[config.mk]
export PLATFORM = sky130hd
export DESIGN_NAME = bcd_digit_source_flat
export DESIGN_NICKNAME = d
export VERILOG_FILES = /design/src/rtl/bcd_digit_source_if.sv /design/src/rtl/bcd_digit_source.sv /design/src/flat_wrapper.sv
export SDC_FILE = /design/constraint.sdc
export NUM_CORES = 1
export LEC_CHECK = 0
export ABC_AREA = 1
export CORE_AREA = 2 2 39 41
export DETAILED_ROUTE_END_ITERATION = 8
export DIE_AREA = 0 0 41 43
export PLACE_DENSITY_LB_ADDON = 0.3
export SYNTH_ARGS = -nofsm -noshare
export SYNTH_HDL_FRONTEND = slang
export SYNTH_SLANG_ARGS = --single-unit
[constraint.sdc]
create_clock -name clk -period 1.3 [get_ports clk]
set_clock_uncertainty 0.05 [all_clocks]
set_input_delay 0.13 -clock clk [delete_from_list [all_inputs] [get_ports clk]]
set_output_delay 0.13 -clock clk [all_outputs]
set_load 0.005 [all_outputs]
[src/rtl/bcd_digit_source_if.sv]
// Handshake bundle between the BCD digit source and its downstream consumer.
// Latency: none (wires only).
// Backpressure: carried on ready; valid holds a digit until ready accepts it.
//
// Signals: en/up_dn/load/d/ready come from the producer/consumer side;
// b3..b0/valid/tc/err are driven by the digit source. With
// BCD_DIGIT_SOURCE_GRAY_EN defined, g3..g0 carry the Gray code of the digit.
interface bcd_digit_source_if;
    logic       en;
    logic       up_dn;
    logic       load;
    logic [3:0] d;
    logic       ready;
    logic       b3;
    logic       b2;
    logic       b1;
    logic       b0;
    logic       valid;
    logic       tc;
    logic       err;
`ifdef BCD_DIGIT_SOURCE_GRAY_EN
    logic       g3;
    logic       g2;
    logic       g1;
    logic       g0;
`endif

    // master: the digit source itself
    modport master (
        input  en, up_dn, load, d, ready,
`ifdef BCD_DIGIT_SOURCE_GRAY_EN
        output g3, g2, g1, g0,
`endif
        output b3, b2, b1, b0, valid, tc, err
    );

    // slave: the controller/consumer around it
    modport slave (
        output en, up_dn, load, d, ready,
`ifdef BCD_DIGIT_SOURCE_GRAY_EN
        input  g3, g2, g1, g0,
`endif
        input  b3, b2, b1, b0, valid, tc, err
    );
endinterface

[src/rtl/bcd_digit_source.sv]
// Single-digit BCD up/down counter with parallel load, feeding a valid/ready stream.
// Latency: accepted load/advance appears on b3..b0 with valid=1 one cycle later.
// Backpressure: digit held while valid=1 and ready=0; load/en stall until the slot frees.
//
// Ports: clk (rising edge), rst_n (synchronous, active-low), bus (master modport):
//   inputs en, up_dn, load, d[3:0], ready; outputs b3..b0, valid, tc, err.
// Optional macro BCD_DIGIT_SOURCE_GRAY_EN adds registered Gray outputs g3..g0.
module bcd_digit_source (
    input  logic                clk,
    input  logic                rst_n,
    bcd_digit_source_if.master  bus
);
    typedef enum logic {
        S_EMPTY = 1'b0,
        S_HOLD  = 1'b1
    } state_t;

    state_t     r_state;
    state_t     w_nxt_state;
    logic [3:0] r_cnt;
    logic [3:0] w_nxt_cnt;
    logic       r_tc;
    logic       w_nxt_tc;
    logic       r_err;
    logic       w_nxt_err;
    logic       w_xfer;
    logic       w_slot_free;
    logic [3:0] w_cnt_up;
    logic [3:0] w_cnt_dn;

    // A transfer retires the held digit; the slot is free if empty or retiring now.
    assign w_xfer      = (r_state == S_HOLD) && bus.ready;
    assign w_slot_free = (r_state == S_EMPTY) || bus.ready;

    // Decade wrap arithmetic; cnt never leaves 0..9 so these cover every case.
    assign w_cnt_up = (r_cnt == 4'd9) ? 4'd0 : r_cnt + 4'd1;
    assign w_cnt_dn = (r_cnt == 4'd0) ? 4'd9 : r_cnt - 4'd1;

    always_comb begin
        w_nxt_state = r_state;
        w_nxt_cnt   = r_cnt;
        w_nxt_tc    = 1'b0;
        w_nxt_err   = 1'b0;
        if (bus.load) begin
            // A load that cannot be taken is dropped silently; the producer holds it.
            if (w_slot_free) begin
                if (bus.d <= 4'd9) begin
                    w_nxt_cnt   = bus.d;
                    w_nxt_state = S_HOLD;
                end else begin
                    w_nxt_err = 1'b1;
                    if (w_xfer) begin
                        w_nxt_state = S_EMPTY;
                    end
                end
            end
        end else if (bus.en) begin
            if (w_slot_free) begin
                w_nxt_state = S_HOLD;
                if (bus.up_dn) begin
                    w_nxt_cnt = w_cnt_up;
                    w_nxt_tc  = (r_cnt == 4'd9);
                end else begin
                    w_nxt_cnt = w_cnt_dn;
                    w_nxt_tc  = (r_cnt == 4'd0);
                end
            end
        end else if (w_xfer) begin
            w_nxt_state = S_EMPTY;
        end
    end

    always_ff @(posedge clk) begin
        if (!rst_n) begin
            r_state <= S_EMPTY;
            r_cnt   <= 4'd0;
            r_tc    <= 1'b0;
            r_err   <= 1'b0;
        end else begin
            r_state <= w_nxt_state;
            r_cnt   <= w_nxt_cnt;
            r_tc    <= w_nxt_tc;
            r_err   <= w_nxt_err;
        end
    end

    assign bus.b3    = r_cnt[3];
    assign bus.b2    = r_cnt[2];
    assign bus.b1    = r_cnt[1];
    assign bus.b0    = r_cnt[0];
    assign bus.valid = (r_state == S_HOLD);
    assign bus.tc    = r_tc;
    assign bus.err   = r_err;

`ifdef BCD_DIGIT_SOURCE_GRAY_EN
    // Registered from the next count so Gray and BCD change on the same edge.
    logic [3:0] r_gray;

    always_ff @(posedge clk) begin
        if (!rst_n) begin
            r_gray <= 4'd0;
        end else begin
            r_gray <= w_nxt_cnt ^ (w_nxt_cnt >> 1);
        end
    end

    assign bus.g3 = r_gray[3];
    assign bus.g2 = r_gray[2];
    assign bus.g1 = r_gray[1];
    assign bus.g0 = r_gray[0];
`endif
endmodule
[src/flat_wrapper.sv]
// flat-port wrapper written by rule: the top's interface ports become plain ports
module bcd_digit_source_flat 
  (clk, rst_n, bus_en, bus_up_dn, bus_load, bus_d, bus_ready, bus_b3, bus_b2, bus_b1, bus_b0, bus_valid, bus_tc, bus_err);
  bcd_digit_source_if bus_i ();
  input  logic clk;
  input  logic rst_n;
  input wire logic [$bits(bus_i.en)-1:0] bus_en;
  input wire logic [$bits(bus_i.up_dn)-1:0] bus_up_dn;
  input wire logic [$bits(bus_i.load)-1:0] bus_load;
  input wire logic [$bits(bus_i.d)-1:0] bus_d;
  input wire logic [$bits(bus_i.ready)-1:0] bus_ready;
  output wire logic [$bits(bus_i.b3)-1:0] bus_b3;
  output wire logic [$bits(bus_i.b2)-1:0] bus_b2;
  output wire logic [$bits(bus_i.b1)-1:0] bus_b1;
  output wire logic [$bits(bus_i.b0)-1:0] bus_b0;
  output wire logic [$bits(bus_i.valid)-1:0] bus_valid;
  output wire logic [$bits(bus_i.tc)-1:0] bus_tc;
  output wire logic [$bits(bus_i.err)-1:0] bus_err;
  assign bus_i.en = bus_en;
  assign bus_i.up_dn = bus_up_dn;
  assign bus_i.load = bus_load;
  assign bus_i.d = bus_d;
  assign bus_i.ready = bus_ready;
  assign bus_b3 = bus_i.b3;
  assign bus_b2 = bus_i.b2;
  assign bus_b1 = bus_i.b1;
  assign bus_b0 = bus_i.b0;
  assign bus_valid = bus_i.valid;
  assign bus_tc = bus_i.tc;
  assign bus_err = bus_i.err;
  bcd_digit_source u_core (.clk(clk), .rst_n(rst_n), .bus(bus_i));
endmodule
# After elaboration in Yosys (flattened, before gate mapping)
# Cells that the tools add are included.
[word_totals]
latchBits = 0
elab_cells = 39
input_bits = 10
rom_bits = 0
output_inout_bits = 7
mem_bits_rw = 0
mem_count = 0
ff_bits = 7
[classes]
n_addsub = 2
order_cmp = 1
n_div = 0
n_bitwise = 4
shift = 0
eq_ne = 4
n_mux = 16
n_mul = 0
n_reduce_logical = 8
[ops]
columns = ["cell", "count"]
rows = [
  ["$mux W4", 8],
  ["$mux W1", 8],
  ["$ne A2 B1 Y1 const B", 3],
  ["$reduce_and A3 Y1", 2],
  ["$add A4 B1 Y4 const B", 1],
  ["$eq A4 B4 Y1 const B", 1],
  ["$le A4 B4 Y1 const B", 1],
  ["$logic_not A4 Y1", 1],
  ["$not A1 Y1", 4],
  ["$reduce_or A4 Y1", 1],
  ["$sub A4 B1 Y4 const B", 1],
  ["$reduce_and A2 Y1", 1],
  ["$reduce_bool A2 Y1", 1],
  ["$logic_and A1 B1 Y1", 1],
  ["$logic_or A1 B1 Y1", 1],
]

# Logic depth before layout (Yosys ltp)
# Gate-level depths: netlist of run 1.
[depth]
ltp_word = 6
depth_mapped = 8
mapped_depth_nobuf = 8

# Least setup slack after synthesis of run 1
# Ideal clock, no wire load.
[synth_timing]
path_kind = "register -> register"
from = "register u_core.r_cnt[1]"
to = "register u_core.r_cnt[3]"
t_arrival_ns = 0.931
required_ns = 1.184
synth_period_minus_slack_ns = 1.047
setup_time_ns = 0.066
path_slack_ns = 0.253
path_buffers = 0
stages_incl_launch_ff = 9
path_cell_list = "dfxtp_1 -> inv_1 -> nand2_1 -> nor2_1 -> nor2_2 -> nand2_1 -> nand2_1 -> nand2_1 -> a21oi_2"
[synth_via]
elab_chain_len = 6
elab_cells_between_ends = 10
cone_classes = "add/sub (2); eq/ne (1); mux (6); reduce/logical (1)"
[synth_rtl]
columns = ["element", "line", "text"]
rows = [
  ["start: declaration", "bcd_digit_source.sv:20", "logic [3:0] r_cnt;"],
  ["start signal: assignment", "bcd_digit_source.sv:81", "r_cnt <= w_nxt_cnt;"],
  ["$sub A4 B1 Y4 (tied with other cells)", "bcd_digit_source.sv:37", "assign w_cnt_dn = (r_cnt == 4'd0) ? 4'd9 : r_cnt - 4'd1;"],
  ["$mux W4 (on tied branches)", "bcd_digit_source.sv:37, bcd_digit_source.sv:36", ""],
  ["$mux W4 *", "bcd_digit_source.sv:60", "if (bus.up_dn) begin"],
  ["$mux W4 *", "bcd_digit_source.sv:58", "if (w_slot_free) begin"],
  ["$mux W4 *", "bcd_digit_source.sv:57", "end else if (bus.en) begin"],
  ["$mux W4 *", "bcd_digit_source.sv:44", "if (bus.load) begin"],
]
# Mark *: on every way between the ends. The rest lies on a longest branch, timed or not. The select of a mux whose other input is x is not followed.
# A chain may end at the register's enable or synchronous reset.

# Worst setup path after layout of run 1
[layout_timing]
from = "register u_core.r_cnt[0]"
to = "output port bus_b0"
[layout_rtl]
columns = ["element", "line", "text"]
rows = [
  ["end: declaration", "flat_wrapper.sv:15", "output wire logic [$bits(bus_i.b0)-1:0] bus_b0;"],
]
# No word-level cell between the ends.

==> impl_metrics.py, run 1 <==
metrics = {
    "clocking": {
        "tritoncts": "built",
        "clk_path_buf_depth": 2,
        "clock_latency_ns": 0.25,
        "cts_root_buf": "clkbuf_4",
        "cts.clk_slew.worst_paths_ns": 0.05,
        "cts_buffers": 3,
        "cts.sinks": 7,
        "cts-htree-levels": 1,
    },
    "power": {
        "peakVddDrop_mv": 0.419,
        "clkPwrFrac": 0.284,
        "p_leak_nw": 0.396,
        "total_power_w": 0.000698,
        "powerDensity_nw_per_um2": 912,
        "netSwitchingPower_w": 0.000224,
        "p_comb_frac": 0.364,
        "p_int_w": 0.000474,
        "switching_share": 0.320,
        "seqPwrFrac": 0.352,
    },
    "floorplan": {
        "core_um2": 1380,
        "rows": 14,
        "io_pins": 17,
        "initial_utilization": 0.349,
        "die_w_um": 41,
        "die_area_um2": 1760,
        "die_h_um": 43,
    },
    "worst_setup_path": {
        "crit_type": "reg2out",
        "cp_cell_sequence": "clkdlybuf4s50_1",
        "crit_buf_inv": 1,
        "critPathCaptureType": "output port",
        "critPathLaunchType": "flip-flop",
        "cp.arrival_ns": 1.08,
        "slowest_stage": "clkdlybuf4s50_1",
        "cp.required_ns": 1.12,
        "critical_path.top_delay_family": "buffers and inverters",
        "crit_path_max_incr_delay_ns": 0.49,
        "path_max_fanout": 2,
    },
    "grt": {
        "met3_usage": 0.0314,
        "grt-busiest-layer": "met2",
        "use_met1": 0.192,
        "antenna_found_initial": 0,
        "grt.overflow.total": 0,
        "grt_use_met2": 0.300,
        "grt_pass1_wl_um": 2100,
        "grt_start_max_net_pins": 8,
        "grt_pass1_vias": 538,
        "grt_usage": 0.177,
    },
    "yosys": {
        "synth_top_cell_by_area": "dfxtp_1",
        "yosys-top-cells-area": "dfxtp_1 29%, nand2_1 21%, a21oi_1 7.3%",
        "netlist.area_leader.share": 0.290,
        "avgSynthCellArea_um2": 6.19,
        "post_synth_inst_count": 78,
        "synth_nets": 88,
        "synth_seq_cells": 7,
        "yosys_warnings": 0,
        "synthesis.area_um2": 483,
        "ys_seq_area_frac": 0.290,
        "synth.distinct_cells": 17,
    },
    "timing": {
        "worst_pin_slew_ns": 0.201,
        "finalSetupViolCount": 0,
        "max_slew_margin": 0.866,
        "hold_viol": 0,
        "hold-worst-slack_ns": 0.492,
        "period_share": 0.967,
        "tns_ns": 0,
        "period_minus_slack_ns": 1.26,
        "rsz0062_at_grt": "no",
        "slew_viol_final": 0,
        "clock.fmax_mhz": 795,
    },
    "final_layout": {
        "design_area_um2": 766,
        "utilization": 0.553,
        "diodes": 0,
        "drive_above_1_share": 0.229,
        "final_cell_mix": "27 x nand2_1, 13 x clkdlybuf4s50_1, 9 x inv_1",
        "syn_to_final_growth_pct": 58.5,
        "final_common_cell": "nand2_1",
        "finish.net_count": 116,
    },
    "detailed_routing": {
        "drc": 0,
        "ant_nets": 0,
        "drt_iter0_drc": 11,
        "viasPerCell": 4.79,
        "drt_wl_total_um": 1300,
        "vias": 580,
        "wire_per_inst_um": 10.8,
        "dr.pass1.iters": 6,
    },
    "run_status": {
        "outcome": "finished clean",
    },
    "placed_design": {
        "placed_area_um2": 693,
        "finalWeightedCongestion": 0.804,
        "dp_hpwl_um": 984,
        "port_buffers": 16,
    },
    "min_path": {
        "min_path_type": "in2reg",
    },
    "flow_run": {
        "cap_violations": 0,
    },
}
final timing paths:
path,startpoint,end,slack [ns],cells past startpoint
hold / removal,bus_en,u_core.bus.tc$_SDFF_PP0_,0.49,3
hold reg to reg,u_core.bus.valid$_SDFFE_PN0P_,u_core.bus.valid$_SDFFE_PN0P_,0.57,2
setup / recovery,u_core.r_cnt[0]$_SDFFE_PN0P_,bus_b0,0.04,1
setup reg to reg,u_core.r_cnt[1]$_SDFFE_PN0P_,u_core.r_cnt[3]$_SDFFE_PN0P_,0.09,9
layer usage:
metal | wire (um) | up-vias
li1 | - | 308
met3 | 24 | 0
met5 | 0 | -
met4 | 0 | 0
met1 | 575 | 264
met2 | 702 | 8
timing repair:
item / 4_1_cts / 5_1_grt
resized for setup: 8 / 4
hold buffers: 0 / 0
setup buffers: 3 / 0
hold endpoints to repair: 0 / 0
endpoints found under the setup margin: 4 / 4
stage by stage:
| stage | cells | setup WS [ns] |
|---|---|---|
| 5_1_grt | 121 | 0.00693 |
| 3_3_place_gp | 114 | -0.0811 |
| 4_1_cts | 121 | 0.0247 |
| 3_5_place_dp | 114 | -0.0866 |
| 6_report | 121 | 0.0427 |
| 2_1_floorplan | 78 | 0.253 |
synth_stat cells (all sizes together):
master,count
nand2,28
inv,11
a21oi,8
nand3,8
dfxtp,7
nor2,7
o21ai,4
nand4,3
a211oi,1
or2,1
sequential cells by signal, indices dropped and copies added (netlist names):
name              flops
u_core.bus.valid      1
u_core.bus.err        1
u_core.r_cnt          4
u_core.bus.tc         1
logic make-up after synthesis:
group / synth area share
simple gates: 0.453
compound gates: 0.171
buf+inv: 0.0855
flops: 0.290
layout make-up:
cell class              count  area (um^2)
fillers                   140          618
clock buffers               4         26.3
flip-flops and latches      7          153
multi-input cells          60          309
repair buffers             23          216
inverters                  11         41.3
well taps                  16         20.0
power by group through the flow:
stage                     combinational, W  clock [W]  sequential (W)
after global routing              0.000282   0.000223        0.000248
after CTS                         0.000248   0.000207        0.000246
after floorplan                   0.000122          0        0.000258
final                             0.000254   0.000198        0.000246
after detailed placement          0.000221          0        0.000262
after global placement            0.000220          0        0.000261
Note: power is estimated with default switching activity, not from simulation.
==> inputs of run 2 (changes only) <==
Settings changed: MAX_ROUTING_LAYER from default to met4.
==> results of run 2 <==
Final layout, timing and power as in run 1 (identical DEF).
Among the figures that moved: final weighted congestion in routability-driven placement 0.804 -> 0.816; overall routing resource usage 0.177 -> 0.182
==> inputs of run 3 (changes only) <==
Clock period 1.3 ns to 1.18 ns, I/O delays scaled along.
==> run 3 against run 2 <==
Effect of this change:
- global-route usage fell by 0.52 points
- via count down 0.17%
- count of clock-buffer cells in the layout unchanged
- total power is 8.7% higher
- clock power rose by 5%
- utilization up 0.18 points
- combinational power up 2%
- sequential share of layout area fell by 0.065 points
- die area unchanged
- hold slack got worse by 0.29 ns
- flip-flop and latch count stayed put
- critical path type is now reg2reg
- highest routed layer unchanged
==> impl_metrics.py, run 3 (same netlist as run 1, synthesis figures left out) <==
metrics = {
    "power": {
        "powerDensity_nw_per_um2": 988,
        "peakVddDrop_mv": 0.707,
        "p_leak_nw": 0.407,
    },
    "final_layout": {
        "diodes": 0,
        "finalNonFillerCells": 120,
        "largest_register_ffs": 4,
        "final_common_cell": "nand2_1",
        "regMostFlops": "u_core.r_cnt",
        "syn_to_final_growth_pct": 59.1,
        "drive_above_1_share": 0.269,
        "design_area_um2": 768,
        "final_cell_mix": "26 x nand2_1, 7 x inv_1, 7 x a21oi_1, 7 x clkdlybuf4s50_1, 7 x dlygate4sd2_1",
        "finish.net_count": 115,
    },
    "worst_setup_path": {
        "crit_path_max_incr_delay_ns": 0.36,
        "path_max_fanout": 6,
        "critPathLaunchType": "flip-flop",
        "slowest_stage": "dfxtp_4",
        "cp_cell_sequence": "inv_1 > nand3_2 > nand2_1 > nand2_1 > nand2_1 > nand2_1 > a21oi_2",
        "critPathCaptureType": "flip-flop",
        "crit_buf_inv": 1,
        "cp.required_ns": 1.30,
        "crit_type": "reg2reg",
        "rrSetupSlack_ns": 0.06,
        "cpMostUsedCell": "nand2_1",
        "critical_path.top_delay_family": "simple AND/OR/NAND/NOR gates",
        "cp.arrival_ns": 1.24,
    },
    "grt": {
        "grt_usage": 0.176,
        "grt_pass1_vias": 492,
        "grt_pass1_wl_um": 2080,
        "grt.overflow.total": 0,
        "grt_start_max_net_pins": 8,
        "antenna_found_initial": 0,
    },
    "floorplan": {
        "die_h_um": 43,
        "core_um2": 1380,
        "die_w_um": 41,
        "rows": 14,
        "io_pins": 17,
        "die_area_um2": 1760,
        "initial_utilization": 0.349,
    },
    "placed_design": {
        "dp_worst_setup_slack_ns": -0.215,
        "placed_area_um2": 701,
        "dp.cells": 115,
        "dp_hpwl_um": 995,
        "finalWeightedCongestion": 0.831,
        "port_buffers": 16,
    },
    "run_status": {
        "outcome": "finished clean",
    },
    "clocking": {
        "cts_buffers": 3,
        "cts.clk_slew.worst_paths_ns": 0.05,
        "clk_path_buf_depth": 2,
        "tritoncts": "built",
        "cts.sinks": 7,
        "cts_hold_buffers": 0,
        "clock_latency_ns": 0.24,
        "cts_root_buf": "clkbuf_4",
        "cts-htree-levels": 1,
    },
    "detailed_routing": {
        "drt_iter0_drc": 18,
        "wire_per_inst_um": 11.0,
        "drt_wl_total_um": 1320,
        "dr.pass1.iters": 4,
        "vias": 579,
        "ant_nets": 0,
        "drc": 0,
        "viasPerCell": 4.83,
    },
    "timing": {
        "finalSetupViolCount": 0,
        "fin_ws_ns": 0.0587,
        "max_slew_margin": 0.854,
        "clock.fmax_mhz": 892,
        "hold_viol": 0,
        "period_minus_slack_ns": 1.12,
        "period_share": 0.950,
        "worst_pin_slew_ns": 0.219,
        "slew_viol_final": 0,
        "tns_ns": 0,
    },
    "min_path": {
        "min_path_type": "in2reg",
    },
    "flow_run": {
        "cap_violations": 0,
    },
}
## run 3: cell types whose count changed in the layout (fill, tap and decap cells not counted), sizes merged
cell | before | now
dlygate4sd2 | 1 | 7
clkdlybuf4s50 | 13 | 7
buf | 7 | 6
## run 3: worst paths after layout
path                                     start                           end  depth (start not counted)
setup reg to reg  u_core.r_cnt[3]$_SDFFE_PN0P_  u_core.r_cnt[3]$_SDFFE_PN0P_                          7
hold reg to reg   u_core.r_cnt[0]$_SDFFE_PN0P_  u_core.r_cnt[0]$_SDFFE_PN0P_                          2
hold / removal                        bus_d[2]     u_core.bus.err$_SDFF_PN0_                          3
setup / recovery  u_core.r_cnt[3]$_SDFFE_PN0P_  u_core.r_cnt[3]$_SDFFE_PN0P_                          7
## run 3: report_power, final
part / switching (W) / leakage [nW] / total [W] / internal, W
clock: 0.0000783 / 0.0150 / 0.000207 / 0.000128
sequential: 0.0000342 / 0.0600 / 0.000293 / 0.000258
combinational: 0.000135 / 0.332 / 0.000260 / 0.000125
total: 0.000247 / 0.407 / 0.000759 / 0.000512
## run 3: metal layers
metal,routed length [um],vias to the layer above,GRT usage
met5,0,-,-
met4,0,0,0.0400
met3,31,0,0.0157
met2,754,10,0.325
met1,532,260,0.188
li1,-,309,-
## run 3: final cells by class
| class | count | area, um^2 |
|---|---|---|
| inverter | 11 | 46.3 |
| tap | 16 | 20.0 |
| sequential | 7 | 153 |
| multi-input combinational | 60 | 322 |
| fill | 142 | 616 |
| clock buffer | 4 | 26.3 |
| timing repair buffer | 22 | 201 |
## run 3: tightest hold or removal path, cell delays in order
cell,delay (ns)
dlymetal6s2s_1,0.16
o21ai_4,0.09
nor2_1,0.08
## run 3: stage by stage
stage	util	total power (W)	hold WS, ns
2_1_floorplan	-	0.000419	0.191
3_3_place_gp	0.506	0.000533	0.521
3_5_place_dp	0.506	0.000537	0.523
4_1_cts	0.552	0.000763	0.480
5_1_grt	0.555	0.000818	0.228
6_report	0.555	0.000759	0.201
## run 3: what timing repair did
item / CTS / global route
buffers inserted: 3 / 1
endpoints found under the setup margin: 8 / 5
pin swaps: 0 / 7
gates resized for setup: 18 / 7
